==> config.mk <==
export PLATFORM = sky130hd
export DESIGN_NAME = link_align_ctrl_flat
export DESIGN_NICKNAME = d
export VERILOG_FILES = /design/src/rtl/link_align_ctrl_if.sv /design/src/rtl/link_align_ctrl.sv /design/src/flat_wrapper.sv
export SDC_FILE = /design/constraint.sdc
export NUM_CORES = 1
export LEC_CHECK = 0
export CORE_AREA = 2 2 76 78
export DETAILED_ROUTE_END_ITERATION = 8
export DIE_AREA = 0 0 78 80
export HOLD_SLACK_MARGIN = 0.12
export PLACE_DENSITY_LB_ADDON = 0.2
export SETUP_SLACK_MARGIN = 0.05
export SLEW_MARGIN = 20
export SYNTH_ARGS = -nofsm -noshare
export SYNTH_HDL_FRONTEND = slang
export SYNTH_SLANG_ARGS = --single-unit
==> constraint.sdc <==
create_clock -name clk -period 3.3 [get_ports clk]
set_input_delay 0.66 -clock clk [delete_from_list [all_inputs] [get_ports clk]]
set_output_delay 0.66 -clock clk [all_outputs]
set_load 0.01 [all_outputs]
==> src/rtl/link_align_ctrl_if.sv <==
// Bundles the deserializer-side inputs and decoder-side outputs of the link aligner.
// The master modport is the stream source/observer and the slave modport is the aligner.
interface link_align_ctrl_if;
  logic        raw_valid;
  logic [7:0]  raw_word;
  logic        err_clr;
  logic        bitslip;
  logic        locked;
  logic        dec_valid;
  logic [7:0]  dec_word;
  logic        dec_isK;
  logic [15:0] err_count;

  modport master (
    output raw_valid, raw_word, err_clr,
    input  bitslip, locked, dec_valid, dec_word, dec_isK, err_count
  );

  modport slave (
    input  raw_valid, raw_word, err_clr,
    output bitslip, locked, dec_valid, dec_word, dec_isK, err_count
  );
endinterface

==> src/rtl/link_align_ctrl.sv <==
// Word aligner: hunts for the sync symbol with bitslips, verifies a run of legal
// words, then forwards symbols to the decoder while tracking errors.
module link_align_ctrl #(
  parameter int LOCK_COUNT    = 16,
  parameter int UNLOCK_ERRORS = 4,
  parameter int SLIP_WAIT     = 4
) (
  input logic               clk,
  input logic               rst_n,
  link_align_ctrl_if.slave  link
);

  typedef enum logic [1:0] {HUNT, SLIP_HOLD, VERIFY, LOCKED} stateT;

  localparam logic [7:0] SYNC_WORD   = 8'h78;
  localparam logic [7:0] LOCK_TARGET = 8'(LOCK_COUNT);
  localparam logic [3:0] UNLOCK_LIM  = 4'(UNLOCK_ERRORS);
  localparam logic [3:0] SLIP_LAST   = 4'(SLIP_WAIT - 1);

  stateT       state, stateNext;
  logic [7:0]  runCount, runNext;
  logic [3:0]  unlockCount, unlockNext;
  logic [3:0]  slipCount, slipNext;
  logic [7:0]  prevWord;
  logic [15:0] errCount;
  logic        decValid, decIsK;
  logic [7:0]  decWord;
  logic        slipReq, forward, errInc;
  logic        wordLegal, wordSync, wordIsK;
  logic [7:0]  runInc;
  logic [3:0]  unlockInc;

  assign wordLegal = ((link.raw_word[7:6] == 2'b01) || (link.raw_word[7:6] == 2'b10)) &&
                     ($countones(link.raw_word) == 4);
  assign wordSync  = (link.raw_word == SYNC_WORD);
  // 8'h55 is only a control character when it directly follows the sync symbol
  assign wordIsK   = (link.raw_word == 8'h47) || (link.raw_word == 8'h6A) || wordSync ||
                     ((link.raw_word == 8'h55) && (prevWord == SYNC_WORD));
  assign runInc    = runCount + 8'd1;
  assign unlockInc = unlockCount + 4'd1;

  always_comb begin
    stateNext  = state;
    runNext    = runCount;
    unlockNext = unlockCount;
    slipNext   = slipCount;
    slipReq    = 1'b0;
    forward    = 1'b0;
    errInc     = 1'b0;
    case (state)
      HUNT: begin
        if (link.raw_valid) begin
          if (wordSync) begin
            stateNext = VERIFY;
            runNext   = 8'd1;
          end else begin
            stateNext = SLIP_HOLD;
            slipReq   = 1'b1;
            slipNext  = 4'd0;
          end
        end
      end
      SLIP_HOLD: begin
        if (slipCount == SLIP_LAST) begin
          stateNext = HUNT;
        end else begin
          slipNext = slipCount + 4'd1;
        end
      end
      VERIFY: begin
        if (link.raw_valid) begin
          if (!wordLegal) begin
            stateNext = HUNT;
            runNext   = 8'd0;
          end else begin
            runNext = runInc;
            if (runInc == LOCK_TARGET) begin
              stateNext = LOCKED;
              forward   = 1'b1;
            end
          end
        end
      end
      LOCKED: begin
        if (link.raw_valid) begin
          forward = 1'b1;
          // Illegal takes precedence; a sync word can never be illegal anyway
          if (!wordLegal) begin
            errInc = 1'b1;
            if (unlockInc == UNLOCK_LIM) begin
              stateNext  = HUNT;
              runNext    = 8'd0;
              unlockNext = 4'd0;
            end else begin
              unlockNext = unlockInc;
            end
          end else if (wordSync) begin
            unlockNext = 4'd0;
          end
        end
      end
      default: stateNext = HUNT;
    endcase
  end

  always_ff @(posedge clk or negedge rst_n) begin
    if (!rst_n) begin
      state       <= HUNT;
      runCount    <= 8'd0;
      unlockCount <= 4'd0;
      slipCount   <= 4'd0;
      prevWord    <= 8'd0;
    end else begin
      state       <= stateNext;
      runCount    <= runNext;
      unlockCount <= unlockNext;
      slipCount   <= slipNext;
      if (link.raw_valid) begin
        prevWord <= link.raw_word;
      end
    end
  end

  always_ff @(posedge clk or negedge rst_n) begin
    if (!rst_n) begin
      errCount <= 16'd0;
      decValid <= 1'b0;
      decWord  <= 8'd0;
      decIsK   <= 1'b0;
    end else begin
      if (link.err_clr) begin
        errCount <= 16'd0;
      end else if (errInc && (errCount != 16'hFFFF)) begin
        errCount <= errCount + 16'd1;
      end
      decValid <= forward;
      if (forward) begin
        decWord <= link.raw_word;
        decIsK  <= wordIsK;
      end
    end
  end

  // The slip request is decoded from HUNT, so reset must mask it directly
  assign link.bitslip   = slipReq & rst_n;
  assign link.locked    = (state == LOCKED);
  assign link.dec_valid = decValid;
  assign link.dec_word  = decWord;
  assign link.dec_isK   = decIsK;
  assign link.err_count = errCount;

endmodule

==> src/flat_wrapper.sv <==
// flat-port wrapper written by rule: the top's interface ports become plain ports
module link_align_ctrl_flat 
#(
  parameter int LOCK_COUNT    = 16,
  parameter int UNLOCK_ERRORS = 4,
  parameter int SLIP_WAIT     = 4
)
  (clk, rst_n, link_raw_valid, link_raw_word, link_err_clr, link_bitslip, link_locked, link_dec_valid, link_dec_word, link_dec_isK, link_err_count);
  link_align_ctrl_if link_i ();
  input logic clk;
  input logic rst_n;
  input wire logic [$bits(link_i.raw_valid)-1:0] link_raw_valid;
  input wire logic [$bits(link_i.raw_word)-1:0] link_raw_word;
  input wire logic [$bits(link_i.err_clr)-1:0] link_err_clr;
  output wire logic [$bits(link_i.bitslip)-1:0] link_bitslip;
  output wire logic [$bits(link_i.locked)-1:0] link_locked;
  output wire logic [$bits(link_i.dec_valid)-1:0] link_dec_valid;
  output wire logic [$bits(link_i.dec_word)-1:0] link_dec_word;
  output wire logic [$bits(link_i.dec_isK)-1:0] link_dec_isK;
  output wire logic [$bits(link_i.err_count)-1:0] link_err_count;
  assign link_i.raw_valid = link_raw_valid;
  assign link_i.raw_word = link_raw_word;
  assign link_i.err_clr = link_err_clr;
  assign link_bitslip = link_i.bitslip;
  assign link_locked = link_i.locked;
  assign link_dec_valid = link_i.dec_valid;
  assign link_dec_word = link_i.dec_word;
  assign link_dec_isK = link_i.dec_isK;
  assign link_err_count = link_i.err_count;
  link_align_ctrl #(.LOCK_COUNT(LOCK_COUNT), .UNLOCK_ERRORS(UNLOCK_ERRORS), .SLIP_WAIT(SLIP_WAIT)) u_core (.clk(clk), .rst_n(rst_n), .link(link_i));
endmodule
### Word-level counts from Yosys, hierarchy flattened

Cells that the tools add are included.

* register bits after elaboration: 52
* bits of input ports: 12
* output and inout port bits: 28
* logic and storage cells: 100

* add/sub/neg operators: 11
* equal/unequal tests: 26
* muxes and demuxes: 38
* bitwise logic cells: 1
* reduce and logical (&&, ||, !) cells: 15

Operators by type and width (count)
* $add 32x32->32: 3
* $mux 8: 7
* $eq 8x7->1 const B: 5
* $eq 32x4->1 const B: 1
* $mux 16: 2
* $mux 4: 6
* $pmux 8 s3: 1
* $mux 2: 9
* $add 16x1->16 const B: 1
* $ne 16x16->1 const B: 1
* $ne 2x2->1 const B: 7
* $reduce_and 7->1: 2
* $mux 1: 10
* $add 1x1->2: 4
* $add 4x1->4 const B: 2
* $add 8x1->8 const B: 1
* $eq 8x5->1 const B: 1
* $pmux 2 s4: 1
* $pmux 4 s2: 1
* $eq 2x2->1 const B: 3
* $ne 2x1->1 const B: 3
* $eq 2x1->1 const B: 2
* $eq 4x2->1 const B: 1
* $eq 4x3->1 const B: 1
* 10 further kinds: 16

### Longest topological paths before layout

* word-level depth: 11
* gate-level depth with buffers: 14
* mapped depth without buffers: 13

### Least setup slack after synthesis

No wires, ideal clock.

* path kind: input to register
* from: input port link_raw_word[4]
* to: register u_core.decWord[0], in the netlist u_core.link.dec_word[0]
* setup time: 0.125 ns
* arrival: 4.194 ns
* required time: 3.175 ns
* path slack: -1.018 ns
* stages on the path: 13
* path buffers: 1
* cells stage by stage: ha_1 -> fa_1 -> inv_1 -> fa_1 -> inv_1 -> ha_1 -> inv_1 -> fa_1 -> or4b_1 -> buf_6 -> nor4_4 -> a41oi_4 -> mux2_2

* cells in the longest elaborated chain, start to end: 8

RTL lines
* start: declaration: line flat_wrapper.sv:13 `input wire logic [$bits(link_i.raw_word)-1:0] link_raw_word;`
* $add 1x1->2 (not written as such): line link_align_ctrl.sv:34 `($countones(link.raw_word) == 4);`
* $add 32x32->32 (not written as such) (2 in series): line link_align_ctrl.sv:34
* $eq 32x4->1: line link_align_ctrl.sv:34
* $logic_and 1x1->1: line link_align_ctrl.sv:33 `assign wordLegal = ((link.raw_word[7:6] == 2'b01) || (link.raw_word[7:6] == 2'b10)) &&`
* $mux 1: line link_align_ctrl.sv:72 `if (!wordLegal) begin`
* $mux 1: line link_align_ctrl.sv:71 `if (link.raw_valid) begin`
* $pmux 1 s2: line link_align_ctrl.sv:50 `case (state)`
* end signal: assignment: line link_align_ctrl.sv:138 `decWord <= link.raw_word;`
* end: declaration: line link_align_ctrl.sv:27 `logic [7:0] decWord;`

No other way between the ends.
A chain may end at the register's enable or synchronous reset.

### Final worst setup path

Ends and elaborated chain as after synthesis.

==> results.cfg <==
[run_status]
violations = negative setup slack
outcome = finished with violations

[synthesis]
ys_seq_area_frac = 0.4106
ys_top_cells_by_area = dfrtp_1 41%, ha_1 7.9%, mux2_2 6.0%, inv_1 3.8%, o21ai_0 3.6%
synth_top_cell_by_area = dfrtp_1
synth_nets = 352
netlist_area_um2 = 3169
synth_cell_type_count = 49
postSynthCellCount = 316
ys_ff_latch = 52
synth_edf_count = 0
synth_top_cell_area_share = 0.4106
ys_warn_count = 0
yosys.cell_count.top_type = dfrtp_1
async_reset_ff_frac = 1.000
synthTopCellsByCount = 52 x dfrtp_1, 32 x inv_1, 23 x o21ai_0
synth_ff_type = dfrtp_1
syn_avg_cell_area_um2 = 10.03

[timing]
rsz0062_at_grt = yes
slew-limit-headroom = 0.3364
timing.final.crit_share = 1.243
skew_ns = 0.007329
setup_viol = 40
fmax_mhz = 243.8
hold_violations = 0
report.final.slew_viol_count = 0
layout_setup_ws_ns = -0.8023
worst_pin_slew_ns = 0.9879
period_minus_slack_ns = 4.102

[layout]
n_antenna_cell = 0
final_nets = 429
design_area_um2 = 4289
drive_above_1_share = 0.3046
syn_to_final_growth_pct = 35.33
final_util = 0.7935
layout.cells.non_filler = 466

[drt]
wire_per_inst_um = 18.59
vias = 2902
drc = 0
drt_iter0_markers = 289
firstDrtPassIters = 5
viasPerCell = 6.227
routed_wl_um = 8664
ant_nets = 0

[critical_path]
worstPathRequired_ns = 3.49
cpPeakStageDelay_ns = 0.53
worst-path-max-fanout = 5
path_buf_inv = 6
cp-end-kind = flip-flop
start_kind = primary input
path_delay_family = adder cells
crit_type = in -> reg
slowest_stage = fa_1
critical_path_arrival_ns = 4.30
worstPathCellList = buf_8 > buf_6 > ha_4 > fa_1 > inv_2 > fa_1 > inv_1 > ha_2 > inv_2 > fa_2 > or4b_4 > nor4_4 > buf_4 > a41oi_4 > mux2_4

[clock_network]
cts_tree = built
clockBufferDepth = 2
clockRootBuffer = clkbuf_8
htreeDepth = 2
cts_sinks = 52
worstSkewPairLatency_ns = 0.31
cts_made_buffers = 5
clk_pin_slew_ns = 0.09

[power_and_ir_drop]
swShare = 0.3571
net-switching-power_w = 0.0007231
max-vdd-ir-drop_uv = 338.6
pwr-share-clk = 0.189
leakage_nw = 1.790
intPower_w = 0.001302
seqPwrFrac = 0.444
cellPowerDensity_nw_per_um2 = 472.1
power_w = 0.002025
pwr-share-comb = 0.367

[placement]
dp.cells = 447
hpwl_um = 5111
gp_congestion = 0.7912
place_ws_ns = -1.586
placed_area_um2 = 3916
numPortBuffers = 39

[floorplanning]
rows = 27
die_w_um = 78
design.core.area_um2 = 5405
dieArea_um2 = 6240
io_pins = 40
fp.dieH_um = 80
initial_utilization = 0.5863

[hold_path]
hold_path.class = in -> async

[run]
drv_cap = 0

[global_route]
antenna_found_initial = 0
grt_pass1_wl_um = 13040
overflow = 0
track_usage = 0.2651
grt_pass1_vias = 2767
grt_max_degree = 53
==> through the flow <==
stage,TNS (ns),hold slack [ns]
2_1_floorplan,-21.65,0.3644
3_3_place_gp,-51.87,0.4886
3_5_place_dp,-55.81,0.4933
4_1_cts,-23.59,0.5096
5_1_grt,-28.26,0.5353
6_report,-25.86,0.4936
==> power by group through the flow <==
stage,registers [W],clock network (W),logic (W)
6_report,0.000900,0.000382,0.000743
5_1_grt,0.000922,0.000413,0.000817
4_1_cts,0.000895,0.000385,0.000681
3_5_place_dp,0.000907,0,0.000650
3_3_place_gp,0.000900,0,0.000621
2_1_floorplan,0.000881,0,0.000394
==> worst paths after layout <==
path,to,cells past startpoint,slack (ns),startpoint
worst max-delay path,u_core.link.dec_word[0]$_DFFE_PN0P_,15,-0.80,link_raw_word[4]
worst min-delay path,u_core.slipCount[2]$_DFFE_PN0P_,2,0.49,rst_n
worst max register to register,u_core.link.err_count[9]$_DFFE_PN0P_,5,0.69,u_core.state[1]$_DFFE_PN0P_
worst min register to register,u_core.prevWord[4]$_DFFE_PN0P_,1,0.52,u_core.prevWord[4]$_DFFE_PN0P_
max in group asynchronous,u_core.unlockCount[1]$_DFFE_PN0P_,2,2.34,rst_n
min in group clk,u_core.prevWord[4]$_DFFE_PN0P_,1,0.52,u_core.prevWord[4]$_DFFE_PN0P_
==> registers in the layout (all words and copies together), names as in the netlist <==
name                   flops
u_core.unlockCount         4
u_core.prevWord            8
u_core.slipCount           4
u_core.link.dec_isK        1
u_core.link.dec_valid      1
u_core.link.err_count     16
u_core.link.dec_word       8
u_core.runCount            8
u_core.state               2
==> layer usage <==
layer / global-route usage / share of wire / up-vias
met5: 0 / 0 / -
met4: 0.07193 / 0.018 / 0
met3: 0.04525 / 0.049 / 23
met2: 0.4526 / 0.52 / 117
met1: 0.3508 / 0.42 / 1427
li1: - / - / 1335
==> layout make-up <==
type                       count  area (um2)
sequential                    52        1301
tap                           72       90.09
fill                         315        1116
inverter                      32       132.6
multi-input combinational    222        1963
timing repair buffer          80       711.9
clock buffer                   8       90.09
==> repair_timing <==
action | in CTS | in global routing
buffers inserted | 7 | 4
gates cloned | 2 | 0
hold buffers | 0 | 0
gates resized for setup | 45 | 41
endpoints found under the setup margin | 40 | 40
pin swaps | 19 | 20
==> layout by cell type, fill, tap and decap left out, types with 4 or more instances in the layout <==
| master | synthesis | routed |
|---|---|---|
| dfrtp_1 | 52 | 52 |
| buf_4 | 0 | 34 |
| clkdlybuf4s50_1 | 0 | 32 |
| inv_1 | 32 | 26 |
| nand3_1 | 15 | 15 |
| o21ai_0 | 23 | 14 |
| mux2_2 | 17 | 14 |
| ha_1 | 20 | 14 |
| nand2_1 | 13 | 13 |
| o31ai_1 | 13 | 13 |
| a21oi_1 | 19 | 9 |
| a21oi_2 | 0 | 9 |
| buf_6 | 1 | 9 |
| or4_4 | 0 | 8 |
| o21ai_1 | 0 | 7 |
| nand4_1 | 6 | 6 |
| clkbuf_8 | 0 | 6 |
| nor2b_1 | 5 | 5 |
| a22oi_1 | 5 | 5 |
| ha_4 | 0 | 5 |
| inv_2 | 0 | 4 |
| or3_1 | 4 | 4 |
| or4_1 | 12 | 4 |
| nor3_1 | 5 | 4 |
| nand3b_1 | 4 | 4 |
| nor2_1 | 4 | 4 |
| nor4_1 | 5 | 4 |
| buf_2 | 3 | 4 |
==> logic make-up (layout without fill, tap and decap cells) <==
family,count (synthesis),after routing,share of synthesized area
multiplexers,18,18,0.06356
AO/OA/AOI/OAI,83,85,0.1737
adder cells (fa/ha/maj),24,24,0.1042
AND/OR/NAND/NOR,95,95,0.1923
buffers and inverters,44,120,0.05567
flip-flops,52,52,0.4106
==> worst reg2reg max path: cells and delay by family (launching register included) <==
kind                   cells  cell delay, ns
and+or+nand+nor            2            1.01
DFF                        1            0.78
AOI/OAI and AO/OA          2            0.62
buffers and inverters      1            0.14
Power figures use the tool's default switching activity.
